## src/rtl/capture_ctrl_pkg.sv

```systemverilog
// Shared definitions for the camera capture controller.
//   state_e        : capture FSM states
//   NUM_PIXELS_DEF : default pixels per frame (160x120)
//   R_/G_/B_ MSB/LSB: bit positions kept when packing RGB565 down to RGB332
package capture_ctrl_pkg;

  typedef enum logic [2:0] {
    StIdle,
    StArm,
    StWaitSof,
    StCapture,
    StFinish
  } state_e;

  localparam int unsigned NUM_PIXELS_DEF = 19200;

  // RGB565 arrives as byte1 = R[4:0] G[5:3], byte2 = G[2:0] B[4:0].
  // RGB332 keeps the top 3/3/2 bits of R/G/B.
  localparam int unsigned R_MSB = 7;  // byte1
  localparam int unsigned R_LSB = 5;
  localparam int unsigned G_MSB = 2;  // byte1
  localparam int unsigned G_LSB = 0;
  localparam int unsigned B_MSB = 4;  // byte2
  localparam int unsigned B_LSB = 3;

endpackage

```

## src/rtl/capture_ctrl_rgb565_to_332.sv

```systemverilog
// Combinational RGB565 -> RGB332 packer.
// Ports:
//   byte_hi : first camera byte of the pixel (R and high G bits)
//   byte_lo : second camera byte of the pixel (low G and B bits)
//   rgb332  : packed {R[2:0], G[2:0], B[1:0]}
module rgb565_to_332
  import capture_ctrl_pkg::*;
(
  input  logic [7:0] byte_hi,
  input  logic [7:0] byte_lo,
  output logic [7:0] rgb332
);

  assign rgb332 = {byte_hi[R_MSB:R_LSB], byte_hi[G_MSB:G_LSB], byte_lo[B_MSB:B_LSB]};

endmodule

```

## src/rtl/capture_ctrl.sv

```systemverilog
// Camera frame capture controller: waits for a capture request, synchronises to
// VSYNC, assembles two-byte RGB565 pixels while HREF is high, and writes them
// as RGB332 into a framebuffer.
// Parameters:
//   NUM_PIXELS : pixels per frame
//   AW         : framebuffer address width
// Ports:
//   pclk        : pixel clock, all logic on rising edge
//   in_reset    : asynchronous active-high reset
//   inicio      : capture request (level, honoured only in IDLE)
//   vsync, href : camera sync signals
//   px_data     : camera byte bus
//   mem_px_addr : framebuffer write address
//   mem_px_data : RGB332 pixel
//   px_wr       : one-cycle write strobe per pixel
//   busy        : FSM not in IDLE
//   done        : one-cycle pulse at end of frame
//   frame_err   : sticky flag, frame pixel count differed from NUM_PIXELS
// Build option: define CAPTURE_CONTINUOUS_EN to re-arm after every frame
// instead of returning to IDLE.
module capture_ctrl
  import capture_ctrl_pkg::*;
#(
  parameter int unsigned NUM_PIXELS = NUM_PIXELS_DEF,
  parameter int unsigned AW         = 15
) (
  input  logic          pclk,
  input  logic          in_reset,
  input  logic          inicio,
  input  logic          vsync,
  input  logic          href,
  input  logic [7:0]    px_data,
  output logic [AW-1:0] mem_px_addr,
  output logic [7:0]    mem_px_data,
  output logic          px_wr,
  output logic          busy,
  output logic          done,
  output logic          frame_err
);

  // One extra bit so the counter can hold NUM_PIXELS itself.
  localparam int unsigned CW = AW + 1;
  localparam logic [CW-1:0] PixMax = CW'(NUM_PIXELS);

  state_e        state_q, state_d;
  logic          vsync_q;
  logic          vs_rise, vs_fall;
  logic [CW-1:0] count_q;
  logic          phase_q;
  logic [7:0]    byte1_q;
  logic [7:0]    rgb332;
  logic          full;

  assign vs_rise = vsync & ~vsync_q;
  assign vs_fall = ~vsync & vsync_q;
  assign full    = (count_q >= PixMax);

  rgb565_to_332 u_pack (
    .byte_hi (byte1_q),
    .byte_lo (px_data),
    .rgb332  (rgb332)
  );

  // FSM state register
  always_ff @(posedge pclk or posedge in_reset) begin
    if (in_reset) begin
      state_q <= StIdle;
    end else begin
      state_q <= state_d;
    end
  end

  // FSM next state
  always_comb begin
    state_d = state_q;
    unique case (state_q)
      StIdle:    if (inicio)  state_d = StArm;
      StArm:     if (vs_rise) state_d = StWaitSof;
      StWaitSof: if (vs_fall) state_d = StCapture;
      StCapture: if (vs_rise) state_d = StFinish;
`ifdef CAPTURE_CONTINUOUS_EN
      StFinish:               state_d = StWaitSof;
`else
      StFinish:               state_d = StIdle;
`endif
      default:                state_d = StIdle;
    endcase
  end

  // FSM outputs
  always_comb begin
    busy = (state_q != StIdle);
    done = (state_q == StFinish);
  end

  // Edge detect, byte assembly, pixel counter and write port
  always_ff @(posedge pclk or posedge in_reset) begin
    if (in_reset) begin
      vsync_q     <= 1'b0;
      count_q     <= '0;
      phase_q     <= 1'b0;
      byte1_q     <= 8'h00;
      mem_px_addr <= '0;
      mem_px_data <= 8'h00;
      px_wr       <= 1'b0;
      frame_err   <= 1'b0;
    end else begin
      vsync_q <= vsync;
      px_wr   <= 1'b0;

      if (state_q == StIdle && inicio) begin
        frame_err <= 1'b0;
      end

      if (state_q == StWaitSof && vs_fall) begin
        count_q <= '0;
        phase_q <= 1'b0;
      end

      if (state_q == StCapture) begin
        if (!href) begin
          // Odd trailing byte of a line is dropped here.
          phase_q <= 1'b0;
        end else if (!phase_q) begin
          byte1_q <= px_data;
          phase_q <= 1'b1;
        end else begin
          phase_q <= 1'b0;
          if (!full) begin
            mem_px_addr <= count_q[AW-1:0];
            mem_px_data <= rgb332;
            px_wr       <= 1'b1;
            count_q     <= count_q + CW'(1);
          end else begin
            // Overlong frame: drop the pixel, keep the counter saturated.
            frame_err <= 1'b1;
          end
        end
        if (vs_rise && !full) begin
          frame_err <= 1'b1;
        end
      end

`ifdef CAPTURE_CONTINUOUS_EN
      // Error is visible alongside done, then cleared for the next frame.
      if (state_q == StFinish) begin
        frame_err <= 1'b0;
      end
`endif
    end
  end

endmodule

```

## config.mk

```make
export PLATFORM = sky130hd
export DESIGN_NAME = capture_ctrl
export DESIGN_NICKNAME = d
export VERILOG_FILES = /design/src/rtl/capture_ctrl_pkg.sv /design/src/rtl/capture_ctrl_rgb565_to_332.sv /design/src/rtl/capture_ctrl.sv
export SDC_FILE = /design/constraint.sdc
export NUM_CORES = 1
export LEC_CHECK = 0
export ABC_AREA = 0
export CORE_MARGIN = 8
export CORE_UTILIZATION = 45
export CTS_CLUSTER_DIAMETER = 80
export CTS_CLUSTER_SIZE = 16
export DETAILED_ROUTE_END_ITERATION = 10
export PLACE_DENSITY = 0.67
export SKIP_LAST_GASP = 1
export SLEW_MARGIN = 10
export SYNTH_ARGS = -nofsm -noshare
export SYNTH_HDL_FRONTEND = slang
export SYNTH_SLANG_ARGS = --single-unit
```

## constraint.sdc

```tcl
create_clock -name pclk -period 2.2 [get_ports pclk]
set_clock_uncertainty 0.2 [all_clocks]
set_input_delay 0.33 -clock pclk [delete_from_list [all_inputs] [get_ports pclk]]
set_output_delay 0.33 -clock pclk [all_outputs]
set_load 0.05 [all_outputs]
```

==> flow_summary.toml, run 1 <==
[outcome]
status = "complete, no violations"

[sta]
holdWs_ns = 0.1699
rsz0062_at_grt = "no"
fin_setup_tns_ns = 0
final-setup-viol-count = 0
drv_slew = 0
fin_crit_ns = 2.012
hold_viol_final = 0
setup_ws_ns = 0.1884
finalCritPeriodShare = 0.9144
tightestPinTransition_ns = 0.5164
fmax_mhz = 497.1
relSlewSlack = 0.6547

[grt]
grt-ovfl-total = 0
grt_use_total = 0.1398
grt_pass1_wl_mm = 8.314
grt_pass1_vias = 1750
antenna_found_initial = 0
grt_max_degree = 53

[route]
num_vias = 1662
wl_per_cell_um = 14.94
drtIter0Drc = 124
drt-total-wl_mm = 4.722
ant_nets = 0
drtPass1Iterations = 4
via_per_inst = 5.259
remaining_drc_errors = 0

[logic_synthesis]
synth_ff_type = "dfrtp_1"
netlist_area_mm2 = 0.002320
netlist_instances = 187
ys_ff_latch = 52
yosysTopAreaCellShare = 0.5609
synth_edf_count = 0
yosysMostFrequentCell = "dfrtp_1"
synth_common_cells = "dfrtp_1, mux2_2, nand2_1"
syn-num-nets = 202
synth.area.top_cells = "dfrtp_1, mux2_2, mux2i_1, nand2_1, o21ai_0"
yosys_warnings = 0
yosys.area.top_type = "dfrtp_1"
ys_types = 43
async_flop_share = 1.000
seq_area_frac_synth = 0.5609
syn_avg_cell_area_um2 = 12.40

[clock_network]
cts_resized = 0
cts_tree = "built"
cts.sinks = 52
clkTransAtPathRegs_ns = 0.09
htree_levels = 2
cts.path.max_buffers = 2
cts_setup_buffers = 0
hold_buffers = 0
clk_latency_ns = 0.30
numCtsBuffers = 5
cts_root_buf = "clkbuf_8"

[pwr]
vdd_drop_max_mv = 0.8218
p_total_mw = 3.120
p_per_area_mw_per_mm2 = 1042
p_leak_nw = 1.326

[final_layout]
fillCellCount = 438
drive_gt1_frac = 0.2602
num_antenna_cells = 0
final_net_count = 260
area_growth_pct = 29.07
fin_cells = 316
final_area_mm2 = 0.002994
fin_util = 0.5938

[worst_setup_path]
path_max_fanout = 2
crit_type = "flip-flop to output port"
worstPathArrival_ns = 1.48
crit_path_cell_trace = "clkdlybuf4s50_1"
required_ns = 1.67
critPathBufInv = 1
worst-path-stages = 1
cpLargestDelayFamily = "buffers and inverters"
critPathMaxStageDelay_ns = 0.81
end_kind = "output port"
slowest_stage = "clkdlybuf4s50_1"
reg2regPathDepth = 4
setup.worst_path.start_class = "flip-flop"

[floorplan]
core_area_mm2 = 0.005042
row_count = 26
die_w_um = 87.80
start_util = 0.4600
dieHeight_um = 87.80
die-area_mm2 = 0.007708
pin_count = 40

[place]
dpl.cell_count = 308
routabilityCongestion = 0.8159
port_buffers = 39
post-place-ws_ns = -0.009253
place_area_mm2 = 0.002902
dp_hpwl_mm = 3.334

[min_path]
hp-class = "input pin to async pin"

[run]
cap_viol_max_count = 0
## per-layer routing
layer  routed length [um]  track usage
met5                    0            0
met1                 2182       0.1734
met3                  231      0.03752
met4                   96      0.07031
met2                 2212       0.2182
## kinds of logic (layout without fill, tap and decap cells)
logic type / Yosys count / count (layout) / synth area share
compound gates: 27 / 27 / 0.08091
xor+xnor: 1 / 1 / 0.003776
fa+ha+maj: 2 / 2 / 0.01079
buf+inv: 15 / 74 / 0.03667
flops: 52 / 52 / 0.5610
mux: 34 / 34 / 0.1613
simple gates: 56 / 56 / 0.1456
## final timing paths
path / from / slack, ns / end
max in group asynchronous: in_reset / 1.39 / mem_px_addr[11]
worst min-delay path: in_reset / 0.17 / byte1_q[7]
min in group pclk: count_q[7] / 0.30 / count_q[7]
worst max register to register: state_q[2] / 0.19 / count_q[3]
worst min register to register: count_q[7] / 0.30 / count_q[7]
worst max-delay path: mem_px_data[7] / 0.19 / mem_px_data[7]
## placed cells by master (no fill, tap or decap), types with 2 or more instances in the layout
| cell type | n |
|---|---|
| nand2_1 | 17 |
| o21ai_0 | 10 |
| nand3b_1 | 2 |
| o221ai_1 | 2 |
| a31oi_1 | 3 |
| or4_1 | 3 |
| dfrtp_1 | 52 |
| or3_1 | 3 |
| buf_4 | 18 |
| ha_1 | 2 |
| and2_1 | 2 |
| buf_12 | 2 |
| and4_1 | 5 |
| clkinv_2 | 2 |
| clkbuf_8 | 6 |
| nor2_1 | 4 |
| inv_1 | 8 |
| nor4_1 | 2 |
| nand3_1 | 4 |
| nand4_1 | 2 |
| nor3_1 | 3 |
| mux2_2 | 27 |
| clkdlybuf4s50_1 | 37 |
| a31o_2 | 2 |
| mux2i_1 | 7 |
## area by class of cell
type | instances | area [um2] | share of cell area
Sequential cell | 52 | 1301 | 0.4346
Multi-Input combinational cell | 120 | 933.4 | 0.3117
Tap cell | 70 | 87.58 | 0.02925
Timing Repair Buffer | 57 | 545.5 | 0.1822
Inverter | 9 | 33.78 | 0.01128
Clock buffer | 6 | 82.58 | 0.02758
Clock inverter | 2 | 10.01 | 0.003343
## sequential cells by signal, summed over array words and instances (netlist names)
name / cells
count_q: 16
mem_px_addr: 15
mem_px_data: 8
byte1_q: 6
state_q: 3
frame_err: 1
phase_q: 1
px_wr: 1
vsync_q: 1
## power by group
| part | internal, mW | switching [mW] | leakage, nW | total (mW) |
|---|---|---|---|---|
| registers | 1.19 | 0.171 | 0.691 | 1.36 |
| clock network | 0.252 | 0.313 | 0.0510 | 0.565 |
| logic | 0.486 | 0.711 | 0.585 | 1.20 |
| total | 1.92 | 1.19 | 1.33 | 3.12 |
Note: power is estimated with default switching activity, not from simulation.
==> inputs of run 2 (changes only) <==
ABC_CLOCK_PERIOD_IN_PS = 2200   (was default)
CORE_ASPECT_RATIO = 1.4   (was default)
==> run 2 against run 1 <==
Power grew 5.7%. Via count grew 1.7%. First-iteration DRC count is 9.7% lower. Global-route usage fell by 0.79 points. Critical path depth is 4 higher. Non-clock buffer count increased by 5. Count of clock-buffer cells in the layout increased by 1. Critical path type is now flip-flop to flip-flop. Critical endpoint is now count_q[10]. Largest cell class unchanged.
==> flow_summary.toml, run 2 (synthesis results as in run 1) <==
[sta]
drv_slew = 0
setup_ws_ns = 0.1551
holdWs_ns = 0.1676
finalCritPeriodShare = 0.9295
fin_setup_tns_ns = 0
rsz0062_at_grt = "no"
relSlewSlack = 0.6433
hold_viol_final = 0
fin_crit_ns = 2.045
fmax_mhz = 489.0
final-setup-viol-count = 0
tightestPinTransition_ns = 0.5350

[final_layout]
final_net_count = 265
top_register = "count_q"
fillCellCount = 425
top_regs = "count_q (16), mem_px_addr (15), mem_px_data (8)"
drive_gt1_frac = 0.2749
largest_reg_flops = 16
num_antenna_cells = 0
fin_cells = 317
layout_commonest_cell = "dfrtp_1"
final_area_mm2 = 0.003048
fin_util = 0.5999
area_growth_pct = 31.39
layout_common_cells = "dfrtp_1, clkdlybuf4s50_1, mux2_2"

[place]
dpl.cell_count = 309
post-place-ws_ns = -0.03206
dp_hpwl_mm = 3.503
routabilityCongestion = 0.8036
place_area_mm2 = 0.002922
port_buffers = 39

[worst_setup_path]
cpLargestDelayFamily = "simple AND/OR/NAND/NOR gates"
startpoint = "state_q[0]"
critPathBufInv = 1
crit_type = "flip-flop to flip-flop"
required_ns = 2.23
reg2regPathDepth = 5
setup.worst_path.start_class = "flip-flop"
r2r-end = "count_q[10]"
worstPathArrival_ns = 2.07
slowest_stage = "dfrtp_1"
critPathMaxStageDelay_ns = 0.50
r2r_start = "state_q[0]"
path_max_fanout = 10
end_kind = "flip-flop"
r2r_slack_ns = 0.16
crit_path_cell_trace = "nand3b_4 > or2_0 > buf_4 > nor4b_2 > mux2i_1"

[floorplan]
dieHeight_um = 101.0
pin_count = 40
start_util = 0.4565
row_count = 31
die_w_um = 76.68
core_area_mm2 = 0.005081
die-area_mm2 = 0.007741

[clock_network]
numCtsBuffers = 5
clkTransAtPathRegs_ns = 0.09
hold_buffers = 0
cts.path.max_buffers = 2
cts_setup_buffers = 0
clk_latency_ns = 0.31
cts.sinks = 52
htree_levels = 2
cts_root_buf = "clkbuf_8"
cts_tree = "built"
cts_resized = 0

[route]
dr.max_layer_used = "met4"
wl_met2_mm = 2.573
drt-total-wl_mm = 4.940
via_per_inst = 5.331
drtPass1Iterations = 4
drtIter0Drc = 112
wl_met1_mm = 2.132
dr_wl_met3_um = 159
wl_per_cell_um = 15.58
remaining_drc_errors = 0
ant_nets = 0
num_vias = 1690

[grt]
grt_pass1_wl_mm = 8.293
grt_use_total = 0.1319
grt_pass1_vias = 1737
antenna_found_initial = 0
grt_max_degree = 53
grt-ovfl-total = 0

[pwr]
p_leak_nw = 1.359
p_total_mw = 3.297
vdd_drop_max_mv = 0.8184
p_per_area_mw_per_mm2 = 1082

[run]
cap_viol_max_count = 0

[min_path]
hp-class = "input pin to async pin"

[outcome]
status = "complete, no violations"
## run 2: changes by cell type in the layout (fill, tap and decap cells not counted)
cell       before  now
clkbuf_8        6    7
bufinv_16       0    1
clkinv_2        2    0
buf_12          2    1
buf_4          18   24
## run 2: power by group
group | internal (mW) | switching, mW
clock network | 0.401 | 0.307
logic | 0.506 | 0.742
registers | 1.19 | 0.152
total | 2.10 | 1.20
## run 2: how the worst max path moves through the flow
stage | slack (ns) | depth (start not counted) | end
global placement | 0.02 | 5 | count_q[3]
detailed placement | -0.03 | 5 | count_q[3]
finish | 0.16 | 5 | count_q[10]
CTS | 0.16 | 3 | busy
global route | 0.003 | 5 | count_q[4]
floorplan | 0.40 | 5 | count_q[3]
## run 2: worst reg2reg max path, stage by stage, from the launching register on
cell and delay (ns):
dfrtp_1 0.50, nand3b_4 0.14, or2_0 0.42, buf_4 0.23
nor4b_2 0.25, mux2i_1 0.23
## run 2: routing by layer
| layer | up-vias | GRT usage |
|---|---|---|
| met2 | 25 | 0.2374 |
| met3 | 6 | 0.03482 |
| met4 | 0 | 0.04903 |
| met5 | - | 0 |
| li1 | 801 | - |
| met1 | 858 | 0.1441 |
## run 2: final cells by class
cell class                 instances  area (um2)  share of cell area
clock buffer                       7       96.34             0.03161
clock inverter                     1       30.03            0.009852
inverter                           9       33.78             0.01108
multi-input combinational        120       933.4              0.3062
sequential                        52        1301              0.4269
tap                               66       82.58             0.02709
timing repair buffer              62       570.5              0.1872
